$ cat config.mk
export PLATFORM = sky130hd
export DESIGN_NAME = config_chain_loader
export DESIGN_NICKNAME = d
export VERILOG_FILES = /design/src/rtl/config_chain_loader.sv
export SDC_FILE = /design/constraint.sdc
export NUM_CORES = 1
export LEC_CHECK = 0
export BUFFER_PORTS_ARGS = -buffer_cell sky130_fd_sc_hd__clkbuf_2
export CORE_UTILIZATION = 41
export DETAILED_ROUTE_END_ITERATION = 8
export HOLD_SLACK_MARGIN = 0.05
export PLACE_DENSITY = 0.78
export SLEW_MARGIN = 20
export SYNTH_ARGS = -nofsm -noshare
export SYNTH_HDL_FRONTEND = slang
export SYNTH_SLANG_ARGS = --single-unit
$ cat constraint.sdc
create_clock -name clk -period 1.6 [get_ports clk]
set_clock_uncertainty 0.05 [all_clocks]
set_input_delay 0.16 -clock clk [delete_from_list [all_inputs] [get_ports clk]]
set_output_delay 0.16 -clock clk [all_outputs]
set_load 0.01 [all_outputs]
$ cat src/rtl/config_chain_loader.sv
// rtl/config_chain_loader.sv - master for the configuration shift-register chain
//
// Loads config words from a valid/ready write stream into the chain, one shift
// per accepted word, and reads the chain back by rotating it a full N_REG shifts
// while streaming every word out, so the chain contents are preserved.
//
// Ports:
//   clk, rst                 clock, asynchronous active-high reset
//   start, mode, abort       command strobe (mode 0=LOAD, 1=READBACK), cancel
//   in_valid/in_ready/in_data     write stream
//   out_valid/out_ready/out_data  readback stream
//   cfg_data_in, cfg_shift_en     drive the chain (only driver of shift_en)
//   cfg_data_out                  last chain word (position N_REG-1)
//   busy, done, word_cnt          status
module config_chain_loader #(
    parameter int CONFIG_L = 32,
    parameter int N_REG    = 405,
    parameter int CNT_L    = $clog2(N_REG + 1)
) (
    input  logic                clk,
    input  logic                rst,
    input  logic                start,
    input  logic                mode,
    input  logic                abort,
    input  logic                in_valid,
    output logic                in_ready,
    input  logic [CONFIG_L-1:0] in_data,
    output logic                out_valid,
    input  logic                out_ready,
    output logic [CONFIG_L-1:0] out_data,
    output logic [CONFIG_L-1:0] cfg_data_in,
    output logic                cfg_shift_en,
    input  logic [CONFIG_L-1:0] cfg_data_out,
    output logic                busy,
    output logic                done,
    output logic [CNT_L-1:0]    word_cnt
);

    typedef enum logic [2:0] {
        S_IDLE,
        S_LOAD,
        S_READ,
        S_RSHIFT,
        S_FLUSH,
        S_DONE
    } state_t;

    localparam logic [CNT_L-1:0] N_REG_C  = CNT_L'(N_REG);
    localparam logic [CNT_L-1:0] LAST_C   = CNT_L'(N_REG - 1);
    localparam logic [CNT_L-1:0] ONE_C    = CNT_L'(1);

    state_t                state, state_nxt;
    logic [CNT_L-1:0]      cnt_q, cnt_nxt;
    // A LOAD handshake registers the word and a shift request for the next
    // cycle; the final word's shift therefore lands in FLUSH.
    logic                  shift_q, shift_nxt;
    logic [CONFIG_L-1:0]   data_q, data_nxt;
    logic                  in_hs, out_hs;

    always_ff @(posedge clk or posedge rst) begin
        if (rst) begin
            state   <= S_IDLE;
            cnt_q   <= '0;
            shift_q <= 1'b0;
            data_q  <= '0;
        end else begin
            state   <= state_nxt;
            cnt_q   <= cnt_nxt;
            shift_q <= shift_nxt;
            data_q  <= data_nxt;
        end
    end

    always_comb begin
        state_nxt = state;
        cnt_nxt   = cnt_q;
        shift_nxt = 1'b0;
        data_nxt  = data_q;
        in_ready  = (state == S_LOAD) && (cnt_q < N_REG_C);
        out_valid = (state == S_READ);
        // abort wins over a same-cycle handshake, which is then not counted
        in_hs     = in_ready && in_valid && !abort;
        out_hs    = out_valid && out_ready && !abort;

        case (state)
            S_IDLE: begin
                if (start) begin
                    state_nxt = mode ? S_READ : S_LOAD;
                    cnt_nxt   = '0;
                end
            end
            S_LOAD: begin
                if (abort) begin
                    state_nxt = S_IDLE;
                end else if (in_hs) begin
                    shift_nxt = 1'b1;
                    data_nxt  = in_data;
                    cnt_nxt   = cnt_q + ONE_C;
                    if (cnt_q == LAST_C) begin
                        state_nxt = S_FLUSH;
                    end
                end
            end
            S_FLUSH: begin
                state_nxt = abort ? S_IDLE : S_DONE;
            end
            S_READ: begin
                if (abort) begin
                    state_nxt = S_IDLE;
                end else if (out_hs) begin
                    cnt_nxt   = cnt_q + ONE_C;
                    state_nxt = S_RSHIFT;
                end
            end
            S_RSHIFT: begin
                if (abort) begin
                    state_nxt = S_IDLE;
                end else begin
                    state_nxt = (cnt_q < N_REG_C) ? S_READ : S_DONE;
                end
            end
            S_DONE: begin
                state_nxt = S_IDLE;
            end
            default: begin
                state_nxt = S_IDLE;
            end
        endcase
    end

    // RSHIFT feeds the chain's output back into its input so a full readback
    // pass leaves the chain as it was.
    assign cfg_shift_en = shift_q || (state == S_RSHIFT);
    assign cfg_data_in  = (state == S_RSHIFT) ? cfg_data_out : data_q;
    assign out_data     = (state == S_READ) ? cfg_data_out : '0;
    assign busy         = (state == S_LOAD) || (state == S_READ) ||
                          (state == S_RSHIFT) || (state == S_FLUSH);
    assign done         = (state == S_DONE);
    assign word_cnt     = cnt_q;

endmodule

# After elaboration in Yosys (flattened, before gate mapping)
# Cells that the tools add are included.
# Widths: inputs -> output; s select.
[op_classes]
add_sub_neg = 1
muxes = 22
n_shift = 0
n_lt_le_gt_ge = 1
n_mul = 0
div = 0
n_reduce_logical = 15
n_eq_ne = 14
bitwise = 1
[ops]
columns = ["operator", "count"]
rows = [
  ["$mux 32", 2],
  ["$mux 9", 5],
  ["$mux 3", 9],
  ["$pmux 9 s3", 1],
  ["$pmux 3 s5", 1],
  ["$add 9x1->9 const B", 1],
  ["$eq 9x9->1 const B", 1],
  ["$lt 9x9->1 const B", 1],
  ["$ne 2x2->1 const B", 4],
  ["$eq 3x2->1 const B", 2],
  ["$eq 3x3->1 const B", 2],
  ["$ne 3x2->1 const B", 2],
  ["$reduce_and 6->1", 1],
  ["$logic_and 1x1->1", 5],
  ["$logic_or 1x1->1", 4],
  ["$reduce_and 4->1", 1],
  ["$eq 3x1->1 const B", 1],
  ["$logic_not 3->1", 1],
  ["$mux 1", 3],
  ["$ne 3x3->1 const B", 1],
  ["$reduce_and 3->1", 1],
  ["$reduce_bool 3->1", 1],
  ["$mux 2", 1],
  ["$ne 2x1->1 const B", 1],
  ["2 further kinds", 2],
]
[totals]
latch_bits = 0
reg_bits = 45
mem_bits_rw = 0
n_memories = 0
elab_cells = 58
in_bits = 71
out_inout_bits = 78
mem_bits_ro = 0

# Longest topological paths before layout
[logic_depth]
depth_word = 7
depth_mapped = 6
mapped_depth_nobuf = 6

# Worst setup path before layout
# Ideal clock, no wire load.
[synth_timing]
path_kind = "reg-to-reg"
start = "register cnt_q[3] (netlist: word_cnt[3])"
end = "register data_q[0]"
stages_incl_launch_ff = 7
setup_time_ps = 125
n_path_buf = 2
synth_period_minus_slack_ps = 1830
t_arrival_ps = 1654
required_time_ps = 1425
slack_ps = -230
path_cell_list = "dfrtp_1 nor3_1 a211o_1 and3_1 buf_6 buf_12 mux2_4"
[synth_between]
elab_chain_len = 5
[synth_rtl]
columns = ["element", "line_no", "rtl"]
rows = [
  ["start: declaration", "53", "logic [CNT_L-1:0] cnt_q, cnt_nxt;"],
  ["start signal: assignment", "68", "cnt_q <= cnt_nxt;"],
  ["$lt 9x9->1", "79", "in_ready = (state == S_LOAD) && (cnt_q < N_REG_C);"],
  ["$logic_and 1x1->1", "79", ""],
  ["$logic_and 1x1->1 (2 in series)", "82", "in_hs = in_ready && in_valid && !abort;"],
  ["$reduce_and 3->1 (no source line)", "--", ""],
  ["end signal: assignment", "70", "data_q <= data_nxt;"],
  ["end: declaration", "57", "logic [CONFIG_L-1:0] data_q, data_nxt;"],
]
# No other way between the ends.
# A chain may end at the register's enable or synchronous reset.

# Worst setup path after layout
[layout_timing]
start = "register state[0]"
end = "output port out_data[18]"
[layout_between]
elab_chain_len = 2
[layout_rtl]
columns = ["element", "line_no", "rtl"]
rows = [
  ["start: declaration", "52", "state_t state, state_nxt;"],
  ["start signal: assignment", "67", "state <= state_nxt;"],
  ["$eq 3x2->1", "135", "assign out_data = (state == S_READ) ? cfg_data_out : '0;"],
  ["$mux 32", "135", ""],
  ["end: declaration", "30", "output logic [CONFIG_L-1:0] out_data,"],
]
# No other way between the ends.

==> reports/summary.md <==
- master cell of the clock root buffer: clkbuf_8
- Routed WL per cell: 16.7 um
- Non-Filler Cell Area, Final: 4630 um^2
- CTS Buf Count: 5
- average vias per placed instance: 5.13
- Post-Route WL: 9090 um
- Synth top cells by count: dfrtp_1, mux2_2, and2_1, mux2_4
- TritonCTS clock tree: done
- number of synthesized flops with an enable pin: 0
- critical path data arrival time: 1.68 ns
- amount of wire on met2 after detailed routing: 4920 um
- area of the mapped netlist: 2850 um^2
- Clock H-tree levels: 2
- total count of hold-check failures in the final report: 0
- worst slew margin relative to its limit: 0.650
- share of async-settable or async-resettable flops after synthesis: 1.00
- cell area after placement: 3960 um^2
- initial DRC count: 119
- FF+latch count, synth: 45
- placeable core area: 6760 um^2
- horizontal die dimension: 85.4 um
- peak ir drop on the vdd network: 0.000642 V
- cell types occupying the most area after synthesis: dfrtp_1, mux2_4, mux2_2
- distinct cell type count after synthesis: 47
- Worst Min Path Start: in_data[3]
- Synth Flop Type: dfrtp_1
- number of standard-cell rows in the floorplan: 30
- wire length of the first global-routing pass: 13000 um
- via count of the first global-routing pass: 2682
- number of fill cells: 504
- shortest period the worst path allows: 1.89 ns
- share of synthesized area occupied by flip-flops and latches: 0.395
- Peak Freq: 530 MHz
- top sig layer: met4
- full die area: 7300 um^2
- portion of the clock cycle consumed by the worst path in the final layout: 1.18
- setup tns final: -24.63 ns
- post-route non-filler standard cell count: 543
- setup repair after global routing missed its margin: true
- Post-DP HPWL: 5910 um
- most frequent cell after synthesis: dfrtp_1
- critical path data required time: 1.39 ns
- clock-pin slew of the registers on the worst-case setup and hold paths: 0.09 ns
- static power due to leakage: 2.40 nW
- routed metal-1 wire length: 3800 um
- worst reg2reg path startpoint: state[1]$_DFFE_PP0P_
- post-route ant nets: 0
- Starting Density: 0.422
- total power per unit cell area: 1560 nW/um^2
- type of the worst setup path: register to output pin
- placed instance count: 497
- class of the tightest hold or removal check: primary input to register
- Worst Slack Setup Final: -0.285 ns
- fraction of layout cells with a size suffix above 1: 0.652
- Syn. warnings: 0
- share of the synthesized area in the top cell type: 0.395
- net total in the final layout: 535
- ANT cells: 0
- met3 wire length: 275 um
- number of buffers inserted by port buffering: 148
- Max-Cap Viols: 0
- length of the first detailed-routing pass in iterations: 7
- final setup vio count: 109
- count of boundary I/O pins: 149
- via count: 2787
- element type at the critical path start: register
- endpoint class of the critical path: output pin
- clock insertion delay at the later pin of the skew report: 0.30 ns
- average cell area after synthesis: 11.7 um^2
- RePlAce Congestion: 0.814
- Syn Inst Count: 244
- post-synth net total: 317
- global-route total usage across every layer: 0.226
- remaining global-route overflow: 0
- violations in the final reports: DRC, setup timing
- initial antenna violation count: 0
- growth of design area from synthesis to finish: 62.1%
- final number of max-transition violations: 0
- result of the run: finished with violations
- leading area contributor after synthesis: dfrtp_1
- Tightest Pin Transition: 0.524 ns
- Critical Path Fanout Max: 18
- Longest Clk Path Bufs: 2
- source of the critical timing path: state[0]$_DFFE_PP0P_
- DRC errors left: 1
- clock sinks: 45
- Die Y-Extent: 85.4 um
- pin count of the biggest net entering global routing: 36
## cells by family after synthesis
family,synth area share
buf+inv,0.0487
simple gates,0.172
flops,0.395
mux,0.298
xor+xnor,0.00307
compound gates,0.0750
fa+ha+maj,0.00877
## flip-flops by register name, summed over array words and instances, names as in the netlist
name      cells
state         3
word_cnt      9
shift_q       1
data_q       32
## cell usage in the layout (no fill, tap or decap), types with 2 or more instances in the layout
cell	synthesis	routed
dlygate4sd3_1	0	30
nand2_1	5	4
o21ai_0	6	2
a211oi_2	0	2
nor3_1	7	4
nand3_1	2	2
and2_1	33	33
dfrtp_1	45	38
dfrtp_2	0	7
ha_1	2	2
o21ai_2	1	6
clkbuf_16	0	2
nor3_2	1	4
mux2_2	35	35
a21oi_1	2	2
mux2_4	29	29
nor2_1	6	6
inv_1	5	4
and3_2	3	3
clkbuf_2	0	146
buf_6	1	9
a21o_1	5	5
and3_1	4	3
nor3b_1	7	6
mux2i_1	2	2
buf_12	3	5
buf_4	1	30
clkbuf_8	0	5
## worst paths after layout
| path | endpoint | slack [ns] | cells past startpoint |
|---|---|---|---|
| worst max-delay path | out_data[18] | -0.29 | 6 |
| worst min-delay path | data_q[3]$_DFFE_PP0P_ | 0.06 | 2 |
| worst max register to register | data_q[13]$_DFFE_PP0P_ | -0.27 | 5 |
| worst min register to register | data_q[10]$_DFFE_PP0P_ | 0.47 | 1 |
| max in group asynchronous | data_q[14]$_DFFE_PP0P_ | 0.59 | 4 |
| min in group asynchronous | data_q[23]$_DFFE_PP0P_ | 0.40 | 3 |
## metal layers
metal  vias to the layer above  GRT usage
li1                       1312          -
met1                      1357      0.272
met2                       107      0.425
met3                        11     0.0272
met4                         0     0.0591
met5                         -          0
## power breakdown
part           internal (mW)  total, mW  switching, mW
Clock                  0.469      0.887          0.418
Sequential              1.62       1.94          0.328
Combinational           2.49       4.40           1.91
Total                   4.58       7.24           2.66
## critical path, cell delays in order, from the launching register on
cell and delay (ns):
dfrtp_2 0.44, buf_4 0.18, nor3b_4 0.17, buf_6 0.15
buf_12 0.14, and2_1 0.15, clkbuf_2 0.14
## stage by stage
| stage | total power [mW] | hold slack (ns) | setup slack, ns | util |
|---|---|---|---|---|
| after global placement | 5.64 | 0.156 | -0.208 | 0.586 |
| after floorplan | 4.31 | 0.183 | -0.145 | - |
| after CTS | 6.95 | 0.0527 | -0.307 | 0.662 |
| after detailed placement | 5.79 | 0.166 | -0.247 | 0.586 |
| final | 7.24 | 0.0648 | -0.285 | 0.685 |
| after global routing | 7.61 | 0.0551 | -0.343 | 0.685 |
## repair_timing
action	in CTS	in global routing
pin swaps	2	2
endpoints found under the hold margin	48	2
gates cloned	1	3
hold buffers	28	2
resized for setup	16	16
setup buffers	2	2
setup endpoints to repair	111	111
## area by class of cell
type | count | area [um^2] | share of cell area
timing repair buffer | 225 | 1560 | 0.337
sequential | 45 | 1130 | 0.245
tap | 80 | 100 | 0.0216
multi-input combinational | 180 | 1700 | 0.367
inverter | 5 | 18.8 | 0.00406
clock buffer | 5 | 68.8 | 0.0149
clock inverter | 3 | 43.8 | 0.00947
Note: power is estimated with default switching activity, not from simulation.
